### config.mk
export PLATFORM = sky130hd
export DESIGN_NAME = cnn_frame_sequencer
export DESIGN_NICKNAME = d
export VERILOG_FILES = /design/src/rtl/cnn_seq_pkg.sv /design/src/rtl/cnn_seq_counter.sv /design/src/rtl/cnn_frame_sequencer.sv
export SDC_FILE = /design/constraint.sdc
export NUM_CORES = 1
export LEC_CHECK = 0
export ABC_AREA = 1
export BUFFER_PORTS_ARGS = -buffer_cell sky130_fd_sc_hd__buf_4
export CORE_AREA = 8 8 105 83
export CTS_CLUSTER_DIAMETER = 120
export DETAILED_ROUTE_END_ITERATION = 10
export DIE_AREA = 0 0 113 91
export PLACE_DENSITY = 0.81
export SYNTH_ARGS = -nofsm -noshare
export SYNTH_HDL_FRONTEND = slang
export SYNTH_SLANG_ARGS = --single-unit
### constraint.sdc
create_clock -name clk -period 2 [get_ports clk]
set_clock_uncertainty 0.1 [all_clocks]
set_input_delay 0.3 -clock clk [delete_from_list [all_inputs] [get_ports clk]]
set_output_delay 0.3 -clock clk [all_outputs]
set_load 0.01 [all_outputs]
### src/rtl/cnn_seq_pkg.sv
// cnn_seq_pkg: state encoding, frame-size helper and timeout class
// shared by the CNN frame sequencer and its counter.
package cnn_seq_pkg;

  typedef enum logic [2:0] {
    IDLE     = 3'd0,
    PRST     = 3'd1,
    STREAM   = 3'd2,
    WAIT_RES = 3'd3,
    EMIT     = 3'd4
  } seq_state_e;

  // All-ones decision reported on timeout; truncate to the class width.
  localparam logic [31:0] TIMEOUT_CLASS = '1;

  function automatic int img_pixels(input int w, input int h);
    return w * h;
  endfunction

endpackage

### src/rtl/cnn_seq_counter.sv
// cnn_seq_counter: up-counter with clear (priority), enable and
// terminal-count flag. Ports: clk, rst_n, clr_i, en_i -> cnt_o, tc_o.
module cnn_seq_counter
  import cnn_seq_pkg::*;
#(
  parameter int W   = 8,
  parameter int MAX = 255
) (
  input  logic         clk,
  input  logic         rst_n,
  input  logic         clr_i,
  input  logic         en_i,
  output logic [W-1:0] cnt_o,
  output logic         tc_o
);

  localparam logic [W-1:0] MAX_C = W'(MAX);

  logic [W-1:0] cnt_q;
  logic [W-1:0] cnt_d;

  always_comb begin
    cnt_d = cnt_q;
    if (clr_i) begin
      cnt_d = '0;
    end else if (en_i) begin
      cnt_d = cnt_q + 1'b1;
    end
  end

  always_ff @(posedge clk or negedge rst_n) begin
    if (!rst_n) begin
      cnt_q <= '0;
    end else begin
      cnt_q <= cnt_d;
    end
  end

  assign cnt_o = cnt_q;
  assign tc_o  = (cnt_q == MAX_C);

endmodule

### src/rtl/cnn_frame_sequencer.sv
// cnn_frame_sequencer: per-frame pipeline reset, pixel streaming,
// bounded wait for the comparator result and tagged decision output.
// Inputs: start/abort/num_frames run control, pix_rdata from memory,
// res_valid/res_class from the comparator.
// Outputs: pix_rd_en/pix_addr/frame_idx memory side, pix_out/pix_valid
// to conv1, pipe_rst_n, dec_* decision, busy/done/timeout_err status.
module cnn_frame_sequencer
  import cnn_seq_pkg::*;
#(
  parameter int IMG_W           = 28,
  parameter int IMG_H           = 28,
  parameter int PIX_BITS        = 8,
  parameter int ADDR_BITS       = 10,
  parameter int CLASS_BITS      = 4,
  parameter int FRAME_BITS      = 8,
  parameter int PIPE_RST_CYCLES = 4,
  parameter int TIMEOUT_CYCLES  = 4095
) (
  input  logic                  clk,
  input  logic                  rst_n,
  input  logic                  start,
  input  logic                  abort,
  input  logic [FRAME_BITS-1:0] num_frames,
  output logic                  pix_rd_en,
  output logic [ADDR_BITS-1:0]  pix_addr,
  output logic [FRAME_BITS-1:0] frame_idx,
  input  logic [PIX_BITS-1:0]   pix_rdata,
  output logic [PIX_BITS-1:0]   pix_out,
  output logic                  pix_valid,
  output logic                  pipe_rst_n,
  input  logic                  res_valid,
  input  logic [CLASS_BITS-1:0] res_class,
  output logic                  dec_valid,
  output logic [CLASS_BITS-1:0] dec_class,
  output logic [FRAME_BITS-1:0] dec_frame,
  output logic                  busy,
  output logic                  done,
  output logic                  timeout_err
);

  localparam int NPIX = img_pixels(IMG_W, IMG_H);
  localparam int PW   = $clog2(PIPE_RST_CYCLES + 1);
  localparam int TW   = $clog2(TIMEOUT_CYCLES + 1);

  localparam logic [CLASS_BITS-1:0] TO_CLASS =
    CLASS_BITS'(TIMEOUT_CLASS);

  seq_state_e state_q, state_d;

  logic [FRAME_BITS-1:0] num_q, num_d;
  logic [FRAME_BITS-1:0] frame_q, frame_d;
  logic [FRAME_BITS-1:0] frame_inc;
  logic [CLASS_BITS-1:0] cls_q, cls_d;
  logic                  terr_q, terr_d;
  logic                  zdone_q, zdone_d;
  logic                  prst_n_q, prst_n_d;
  logic                  pv_q;
  logic [PIX_BITS-1:0]   pix_q;

  logic                  kill;
  logic                  last_frame;
  logic                  in_prst;
  logic                  in_strm;
  logic                  in_wait;
  logic                  in_emit;
  logic                  prst_tc;
  logic                  addr_tc;
  logic                  to_tc;
  logic [PW-1:0]         prst_cnt_unused;
  logic [TW-1:0]         to_cnt_unused;

  assign in_prst    = (state_q == PRST);
  assign in_strm    = (state_q == STREAM);
  assign in_wait    = (state_q == WAIT_RES);
  assign in_emit    = (state_q == EMIT);
  assign kill       = abort && (state_q != IDLE);
  assign frame_inc  = frame_q + 1'b1;
  assign last_frame = (frame_inc == num_q);

  cnn_seq_counter #(
    .W   (PW),
    .MAX (PIPE_RST_CYCLES - 1)
  ) u_prst_cnt (
    .clk   (clk),
    .rst_n (rst_n),
    .clr_i (!in_prst || prst_tc || kill),
    .en_i  (in_prst),
    .cnt_o (prst_cnt_unused),
    .tc_o  (prst_tc)
  );

  // Cleared on the last address so pix_addr rests at 0 between frames.
  cnn_seq_counter #(
    .W   (ADDR_BITS),
    .MAX (NPIX - 1)
  ) u_addr_cnt (
    .clk   (clk),
    .rst_n (rst_n),
    .clr_i (!in_strm || addr_tc || kill),
    .en_i  (in_strm),
    .cnt_o (pix_addr),
    .tc_o  (addr_tc)
  );

  cnn_seq_counter #(
    .W   (TW),
    .MAX (TIMEOUT_CYCLES - 1)
  ) u_to_cnt (
    .clk   (clk),
    .rst_n (rst_n),
    .clr_i (!in_wait || kill),
    .en_i  (in_wait),
    .cnt_o (to_cnt_unused),
    .tc_o  (to_tc)
  );

  always_comb begin
    state_d = state_q;
    num_d   = num_q;
    frame_d = frame_q;
    cls_d   = cls_q;
    terr_d  = terr_q;
    zdone_d = 1'b0;
    unique case (state_q)
      IDLE: begin
        if (start) begin
          if (num_frames == '0) begin
            zdone_d = 1'b1;
          end else begin
            num_d   = num_frames;
            frame_d = '0;
            terr_d  = 1'b0;
            state_d = PRST;
          end
        end
      end
      PRST: begin
        if (prst_tc) state_d = STREAM;
      end
      STREAM: begin
        if (addr_tc) state_d = WAIT_RES;
      end
      WAIT_RES: begin
        // A result on the final cycle still wins over the timeout.
        if (res_valid) begin
          cls_d   = res_class;
          state_d = EMIT;
        end else if (to_tc) begin
          cls_d   = TO_CLASS;
          terr_d  = 1'b1;
          state_d = EMIT;
        end
      end
      EMIT: begin
        if (last_frame) begin
          state_d = IDLE;
        end else begin
          frame_d = frame_inc;
          state_d = PRST;
        end
      end
      default: state_d = IDLE;
    endcase
    if (kill) begin
      state_d = IDLE;
      num_d   = num_q;
      frame_d = frame_q;
      cls_d   = cls_q;
      terr_d  = terr_q;
    end
  end

  // Pipeline is released only on the edge that enters STREAM and
  // stays released through WAIT_RES and EMIT.
  always_comb begin
    prst_n_d = 1'b0;
    unique case (state_d)
      STREAM, WAIT_RES, EMIT: prst_n_d = 1'b1;
      default:                prst_n_d = 1'b0;
    endcase
  end

  always_ff @(posedge clk or negedge rst_n) begin
    if (!rst_n) begin
      state_q  <= IDLE;
      num_q    <= '0;
      frame_q  <= '0;
      cls_q    <= '0;
      terr_q   <= 1'b0;
      zdone_q  <= 1'b0;
      prst_n_q <= 1'b0;
      pv_q     <= 1'b0;
      pix_q    <= '0;
    end else begin
      state_q  <= state_d;
      num_q    <= num_d;
      frame_q  <= frame_d;
      cls_q    <= cls_d;
      terr_q   <= terr_d;
      zdone_q  <= zdone_d;
      prst_n_q <= prst_n_d;
      pv_q     <= pix_rd_en;
      if (pix_rd_en) pix_q <= pix_rdata;
    end
  end

  assign pix_rd_en   = in_strm && !kill;
  assign pix_valid   = pv_q && !kill;
  assign pix_out     = pix_q;
  assign pipe_rst_n  = prst_n_q && !kill;
  assign frame_idx   = frame_q;
  assign dec_valid   = in_emit && !kill;
  assign dec_class   = cls_q;
  assign dec_frame   = frame_q;
  assign busy        = (state_q != IDLE);
  assign done        = (in_emit && last_frame && !kill) || zdone_q;
  assign timeout_err = terr_q;

endmodule
==> run metrics, run 1 <==
drt first-iter violations=177; Synth area leaders=dfrtp_1 (49%), nand2_1 (13%), inv_1 (6.8%); Reg area=1500 um2; Primary FF master, synth=dfrtp_1; GRT Util Overall=15.5%; status=complete, but fails checks; Starting Density=43.4%; H-tree Lvls=3; P&R area growth vs syn=32.7%; post-synthesis async set-or-reset flop share=100%; drc violations=0; Worst Hold Path EP=pix_out[3]$_DFFE_PN0P_; Final period util=120%; PwrDens=955 nW/um2; crit path DAT=2.00 ns; synthesized area=3080 um2; Port Buffer Count=69; largest family of logic cells by synthesized area=simple AND/OR/NAND/NOR gates; die height=91 um; count leader, synth=nand2_1; fillers=629; Hold Crit Class=input port to flip-flop; fmax=0.416 GHz; post-synthesis simple-gate area fraction=31.9%; Setup crit start kind=flip-flop; distinct cell type count after synthesis=30; Max IR drop VDD=477 uV; nets=511; Final Hold Vio Count=0; min-delay src=pix_rdata[3]; Core Util, Final=57.6%; routed len/inst=13.6 um; worst slew pin tran=0.750 ns; post-synth top area cell=dfrtp_1; Setup violations, final=9; failing checks=negative setup slack; Yosys top cell area share=48.8%; CTS tree=done; Via Count=2809; clk sinks=60; gr ovfl total=0; crit path kind=flip-flop to output pin; Placeable Area=7090 um2; Synth top cells by count=nand2_1 (108), dfrtp_1 (60), inv_1 (56); DIE WIDTH=113 um; number of routed nets with antenna violations=0; Ant. Diodes=0; DR vias/cell=4.91; crit path max fanout=3; mux share of post-synthesis cell area=0.366%; reg2reg start=dec_frame[0]$_DFFE_PN0P_; Post-synth EDFFs=0; leakage=2.07 nW; area occupied by multi-input gates=1360 um2; Cells after Synth=393; post-synthesis register bit count=60; Syn Nets=424; worst setup margin=-0.401 ns; # IOs=70; max_cap viols=0; setup_tns=-0.825 ns; sequential area share after synthesis=48.8%; Compound-Gate Fraction of Synth Area=6.91%; TritonRoute pass-1 iters=4; reg2reg setup slack=-0.07 ns; pin count of the biggest net entering global routing=61; first-pass GRT wire length=13.0 mm; max-slew violations=0; Synth Area in XOR/XNOR=0.285%; Ys Warns=0; deepest clock path buffer count=2; slew margin rel.=50.0%; worst skew pair latency=0.34 ns; adder-cell area share of the yosys netlist=2.44%; Worst Hold Path Cells=3; Worst R2R End=dec_frame[6]$_DFFE_PN0P_; clock transition at the registers of the reported paths=0.07 ns; Inserted Clock Buffers=9; Die ar.=10300 um2; Reg2Reg Depth=15; initial antenna violation count=0; layout cells sized above 1=28.0%; row cnt=27; post-DP HPWL=5.67 mm; min cycle time layout=2.40 ns; final wirelength=7.75 mm; Post-Syn Area per Cell=7.83 um2; Clock Root Buffer=clkbuf_8; WP data required=1.60 ns; vias in the first global route=2843; GPL Wtd Cong=0.889; Crit. End Element=output pin; RSZ-0062 raised after global routing=yes
report_power, final:
group	switching (mW)	internal, mW	total (mW)
sequential	0.130	1.44	1.57
combinational	0.603	0.452	1.05
clock	0.477	0.799	1.28
total	1.21	2.69	3.90
registers in the layout (all words and copies together), names as in the netlist, 3 cells and up:
register	count
u_prst_cnt.cnt_o	3
dec_class	4
u_to_cnt.cnt_o	12
dec_frame	8
pix_out	8
state_q	3
u_addr_cnt.cnt_o	10
num_q	8
area by class of cell:
class | instances | share of cell area [%]
multi-input cells | 265 | 33.3
inverters | 58 | 5.33
well taps | 87 | 2.66
clock buffers | 12 | 4.04
repair buffers | 86 | 16.1
flip-flops and latches | 60 | 36.8
clock inverters | 4 | 1.72
logic make-up (layout without fill, tap and decap cells):
group                    after synthesis  count (layout)
AO/OA/AOI/OAI                         39              39
XOR/XNOR                               1               1
adder cells (fa/ha/maj)                6               6
buffers and inverters                 68             160
flip-flops                            60              60
multiplexers                           1               1
AND/OR/NAND/NOR                      218             218
per-layer routing:
| metal | up-vias | share of wire [%] | GRT usage (%) | wire [um] |
|---|---|---|---|---|
| met5 | - | 0 | 0 | 0 |
| li1 | 1400 | - | - | - |
| met4 | 0 | 2.5 | 6.19 | 190 |
| met3 | 16 | 6.5 | 5.82 | 501 |
| met2 | 73 | 49 | 25.1 | 3780 |
| met1 | 1320 | 42 | 18.2 | 3290 |
how the worst max path moves through the flow:
stage          endpoint                     start
5_1_grt            done  dec_frame[0]$_DFFE_PN0P_
4_1_cts            done  dec_frame[0]$_DFFE_PN0P_
3_3_place_gp       done  dec_frame[0]$_DFFE_PN0P_
3_5_place_dp       done  dec_frame[0]$_DFFE_PN0P_
2_1_floorplan      done  dec_frame[0]$_DFFE_PN0P_
6_report           done  dec_frame[0]$_DFFE_PN0P_
critical path: stages, from the launching register on:
cell and delay, ns:
dfrtp_2 0.43, ha_4 0.27, inv_1 0.03, nand2_1 0.04, nand2_1 0.05, nor2_1 0.12
nand3_1 0.09, nor2_2 0.09, nand3_2 0.09, nor2_4 0.13, nand3_4 0.08, o21bai_2 0.10
buf_4 0.13
per-stage QoR:
step / power [mW] / cell area (um2) / worst slack (ns) / hold WS, ns / instances
2_1_floorplan: 2.13 / 3080 / 0.0119 / -0.0956 / 393
6_report: 3.90 / 4090 / -0.401 / 0.0614 / 572
3_5_place_dp: 2.58 / 3740 / -0.0477 / 0.325 / 552
3_3_place_gp: 2.54 / 3740 / -0.00397 / 0.322 / 552
5_1_grt: 4.13 / 4090 / -0.509 / 0.0504 / 572
4_1_cts: 3.88 / 4010 / -0.392 / 0.0460 / 570
cell usage in the layout, fill, tap and decap left out, types with 2 or more instances in the layout:
master,Yosys,routed
bufinv_16,0,2
nor2_2,7,6
nand2_1,108,99
o21ai_1,3,3
a21oi_1,11,11
inv_2,2,3
inv_1,56,55
nand2_2,2,10
nor2_4,4,7
nand3_2,2,2
nand3_1,20,20
clkinv_2,0,2
buf_4,8,82
dfrtp_1,60,59
o21ai_0,19,19
nand4_1,7,7
nor2_1,52,50
nor3b_1,4,4
clkbuf_8,0,12
o21a_1,2,2
buf_6,0,3
nor3_1,6,6
and3_1,2,2
ha_1,6,5
timing repair:
action                     4_1_cts  5_1_grt
setup endpoints to repair        3       13
setup buffers                    1        2
resized for setup                5       16
pin swaps                        2        4
hold endpoints to repair        60        0
hold buffers                     1        0
(Power assumes the default switching activity.)
==> run 2, diff against run 1 <==
--- a/config.mk
+++ b/config.mk
@@ -11,7 +11,7 @@
 export CTS_CLUSTER_DIAMETER = 120
 export DETAILED_ROUTE_END_ITERATION = 10
 export DIE_AREA = 0 0 113 91
-export PLACE_DENSITY = 0.81
+export PLACE_DENSITY_LB_ADDON = 0.1
 export SYNTH_ARGS = -nofsm -noshare
 export SYNTH_HDL_FRONTEND = slang
 export SYNTH_SLANG_ARGS = --single-unit
==> run metrics, run 2 (synthesized netlist as in run 1, its figures left out) <==
fmax=0.418 GHz; Via Count=2705; worst slew pin tran=0.451 ns; DP Worst Slack=-0.0512 ns; die height=91 um; Placeable Area=7090 um2; worst skew pair latency=0.33 ns; Starting Density=43.4%; final wirelength=7.73 mm; cell mode on critical path=nand2_1; GRT Util Overall=15.8%; Port Buffer Count=69; initial antenna violation count=0; leakage=2.08 nW; vias in the first global route=2791; max FFs per register=12; Final period util=120%; gr ovfl total=0; drt first-iter violations=125; first-pass GRT wire length=13.2 mm; max_cap viols=0; DR vias/cell=4.73; Core Util, Final=58.1%; worst setup margin=-0.391 ns; crit path DAT=1.99 ns; ordered cell list for the critical path=buf_6 > nand2_2 > nor2_4 > nand2_1 > nand2_1 > nand2_1 > nand2_1 > nand3_2 > nor2_4 > nand3_4 > o21bai_4 > buf_6; Setup crit start kind=flip-flop; clk sinks=60; drc violations=0; Crit-path slowest cell=dfrtp_1; status=complete, but fails checks; post-DP HPWL=5.88 mm; Final Hold Vio Count=0; Top Family by Delay on Critical Path=simple AND/OR/NAND/NOR gates; crit path max fanout=5; most frequent cells in the layout=nand2_1 (97), buf_4 (81), dfrtp_1 (59), inv_1 (54), nor2_1 (51); GPL Wtd Cong=0.852; failing checks=negative setup slack; # IOs=70; clock transition at the registers of the reported paths=0.07 ns; DIE WIDTH=113 um; routed len/inst=13.5 um; Inserted Clock Buffers=9; row cnt=27; Worst Path Buf+Inv=2; deepest clock path buffer count=2; TritonRoute pass-1 iters=5; Die ar.=10300 um2; Clock Root Buffer=clkbuf_8; pin count of the biggest net entering global routing=34; Largest stage delay, worst path=0.40 ns; slew margin rel.=70.0%; Ant. Diodes=0; nets=511; most common cell after layout, fill and taps aside=nand2_1; Max IR drop VDD=537 uV; max-slew violations=0; Setup violations, final=9; WP data required=1.60 ns; min cycle time layout=2.39 ns; Crit. End Element=output pin; H-tree Lvls=3; PwrDens=971 nW/um2; RSZ-0062 raised after global routing=yes; CTS tree=done; layout cells sized above 1=28.5%; P&R area growth vs syn=33.9%; Hold Crit Class=input port to flip-flop; number of routed nets with antenna violations=0; crit path kind=flip-flop to output pin
## run 2: worst paths after layout
| check | from | endpoint | slack, ns | cells past startpoint |
|---|---|---|---|---|
| min in group asynchronous | rst_n | state_q[2]$_DFF_PN0_ | 0.36 | 2 |
| max in group asynchronous | rst_n | num_q[1]$_DFFE_PN0P_ | 0.94 | 3 |
| max reg2reg | dec_frame[1]$_DFFE_PN0P_ | dec_frame[3]$_DFFE_PN0P_ | -0.08 | 15 |
| max | dec_frame[1]$_DFFE_PN0P_ | done | -0.39 | 12 |
| min | pix_rdata[5] | pix_out[5]$_DFFE_PN0P_ | 0.06 | 3 |
| min reg2reg | u_prst_cnt.cnt_o[0]$_DFFE_PN0P_ | u_prst_cnt.cnt_o[0]$_DFFE_PN0P_ | 0.33 | 1 |
## run 2: cell type report
cell class	count	area, um2
clock buffer	12	155
fill	669	2970
timing repair buffer	86	672
tap	87	109
clock inverter	4	95.1
multi-input combinational	265	1370
inverter	58	218
sequential	60	1500
## run 2: timing repair
item / 4_1_cts / 5_1_grt
pin swaps: 2 / 1
hold endpoints to repair: 32 / 0
buffers inserted: 2 / 1
gates resized for setup: 8 / 16
hold buffers: 1 / 0
setup endpoints to repair: 4 / 13
## run 2: tightest hold or removal path, stage by stage
cell and delay (ns):
buf_4 0.07, nand2_1 0.04, nand2_1 0.05
## run 2: through the flow
step	power [mW]	cell area (um2)	setup TNS (ns)	instances	hold WS, ns
after floorplan	2.13	3080	0	393	-0.0956
after global placement	2.59	3750	-0.00698	552	0.187
after detailed placement	2.60	3750	-0.0512	552	0.186
after CTS	4.02	4060	-0.388	571	0.0387
after global routing	4.27	4120	-2.05	572	0.0431
final	4.00	4120	-0.767	572	0.0613
## run 2: report_power, final
part	switching, mW	leakage, nW	internal [mW]	total, mW
sequential	0.123	0.801	1.44	1.56
combinational	0.617	1.16	0.452	1.07
clock	0.476	0.127	0.895	1.37
total	1.22	2.08	2.79	4.00
## run 2: layer usage
layer	GRT usage, %	share of wire [%]	vias up
met1	21.6	50	1220
met5	0	0	-
li1	-	-	1404
met3	6.68	7.6	6
met4	4.09	0.79	0
met2	22.5	41	75
==> run 3, diff against run 2 <==
--- a/config.mk
+++ b/config.mk
@@ -12,6 +12,7 @@
 export DETAILED_ROUTE_END_ITERATION = 10
 export DIE_AREA = 0 0 113 91
 export PLACE_DENSITY_LB_ADDON = 0.1
+export RECOVER_POWER = 100
 export SYNTH_ARGS = -nofsm -noshare
 export SYNTH_HDL_FRONTEND = slang
 export SYNTH_SLANG_ARGS = --single-unit
==> run metrics, run 3 (synthesized netlist as in run 1, its figures left out) <==
status=complete, but fails checks; failing checks=negative setup slack; Starting Density=43.4%; worst skew pair latency=0.33 ns; Switching Fraction=31.0%; crit path DAT=1.99 ns; part of the power in registers=40.2%; max_cap viols=0; max-slew violations=0; clock transition at the registers of the reported paths=0.07 ns; Max IR drop VDD=532 uV; Final period util=120%; clock share of power=35.3%; vias in the first global route=2791; # IOs=70; deepest clock path buffer count=2; DP Worst Slack=-0.0512 ns; reg2reg start=dec_frame[1]$_DFFE_PN0P_; Final Power=3.88 mW; area occupied by multi-input gates=1360 um2; layout cells sized above 1=20.6%; crit path max fanout=5; leakage=1.92 nW; CTS tree=done; PwrDens=980 nW/um2; GPL Wtd Cong=0.852; GRT Util Overall=15.8%; post-DP HPWL=5.88 mm; Via Count=2704; initial antenna violation count=0; crit path from=dec_frame[1]$_DFFE_PN0P_; Setup violations, final=11; gr ovfl total=0; most common cell after layout, fill and taps aside=nand2_1; Switch Pwr=1.20 mW; clk sinks=60; RSZ-0062 raised after global routing=yes; Ant. Diodes=0; Final Hold Vio Count=0; Die ar.=10300 um2; most frequent cells in the layout=nand2_1 (97), dfrtp_1 (59), inv_1 (54), nor2_1 (52), buf_4 (42); worst slew pin tran=0.842 ns; Port Buffer Count=69; worst hold slack=0.0615 ns; die height=91 um; Hold Crit Class=input port to flip-flop; TritonRoute pass-1 iters=4; slew margin rel.=43.8%; routed len/inst=13.5 um; Placeable Area=7090 um2; Worst R2R End=dec_frame[3]$_DFFE_PN0P_; max FFs per register=12; H-tree Lvls=3; reg2reg setup slack=-0.08 ns; crit path kind=flip-flop to output pin; WP data required=1.60 ns; DR vias/cell=4.73; Inserted Clock Buffers=9; worst setup margin=-0.390 ns; Pint=2.68 mW; fillers=705; final wirelength=7.72 mm; number of routed nets with antenna violations=0; min cycle time layout=2.39 ns; Comb power frac=24.5%; drt first-iter violations=137; row cnt=27; worst setup path endpoint=done; nets=511; Setup crit start kind=flip-flop; Reg2Reg Depth=15; first-pass GRT wire length=13.2 mm; pin count of the biggest net entering global routing=34; P&R area growth vs syn=28.5%; Reg area=1500 um2; drc violations=0; Clock Root Buffer=clkbuf_8; fmax=0.418 GHz; Crit. End Element=output pin; DIE WIDTH=113 um
-- run 3: cell types whose count changed in the layout (fill, tap and decap cells not counted), sizes merged --
cell / previous run / this run
clkbuf: 12 / 52
buf: 85 / 45
-- run 3: worst min path at each step --
stage	from	to	slack [ns]	cells after the start
2_1_floorplan	rst_n	dec_class[0]$_DFFE_PN0P_	-0.1	0
3_3_place_gp	rst_n	state_q[2]$_DFF_PN0_	0.19	1
3_5_place_dp	rst_n	state_q[2]$_DFF_PN0_	0.19	1
4_1_cts	pix_rdata[5]	pix_out[5]$_DFFE_PN0P_	0.04	3
5_1_grt	pix_rdata[4]	pix_out[4]$_DFFE_PN0P_	0.04	3
6_report	pix_rdata[5]	pix_out[5]$_DFFE_PN0P_	0.06	3
-- run 3: layout make-up --
type                    count  share of cell area, %
repair buffers             86                   13.1
clock buffers              12                   3.92
inverters                  58                   5.50
flip-flops and latches     60                   38.0
well taps                  87                   2.75
clock inverters             4                   2.40
multi-input cells         265                   34.3
-- run 3: stage by stage --
step,cell area (um2),std cells,util [%],TNS [ns]
2_1_floorplan,3080,393,-,0
3_3_place_gp,3750,552,52.9,-0.00698
3_5_place_dp,3750,552,52.9,-0.0512
4_1_cts,4060,571,57.2,-0.388
5_1_grt,3960,572,55.8,-4.26
6_report,3960,572,55.8,-0.939
-- run 3: routing by layer --
metal	part of all wire, %	wire length [um]	GRT usage, %
met1	51	3940	21.6
met3	7.1	548	6.68
met5	0	0	0
met4	0.79	61	4.09
met2	41	3170	22.5
-- run 3: power groups by stage --
stage / logic [mW] / clock network [mW] / registers (mW)
after detailed placement: 1.02 / 0 / 1.58
after floorplan: 0.511 / 0 / 1.62
after global placement: 1.01 / 0 / 1.58
after global routing: 1.08 / 1.47 / 1.59
after CTS: 1.04 / 1.42 / 1.56
final: 0.949 / 1.37 / 1.56
-- run 3: timing repair --
item	in CTS	in global routing
hold buffers	1	0
buffers inserted	2	1
gates resized for setup	8	16
pin swaps	2	1
hold endpoints to repair	32	0
setup endpoints to repair	4	13
-- run 3: worst max-delay path, cell delays in order (launching register included) --
cell	delay, ns
dfrtp_1	0.40
buf_6	0.14
nand2_2	0.07
nor2_4	0.17
nand2_1	0.09
nand2_1	0.11
nand2_1	0.05
nand2_1	0.06
nand3_2	0.08
nor2_4	0.15
nand3_4	0.10
o21bai_4	0.12
buf_6	0.12
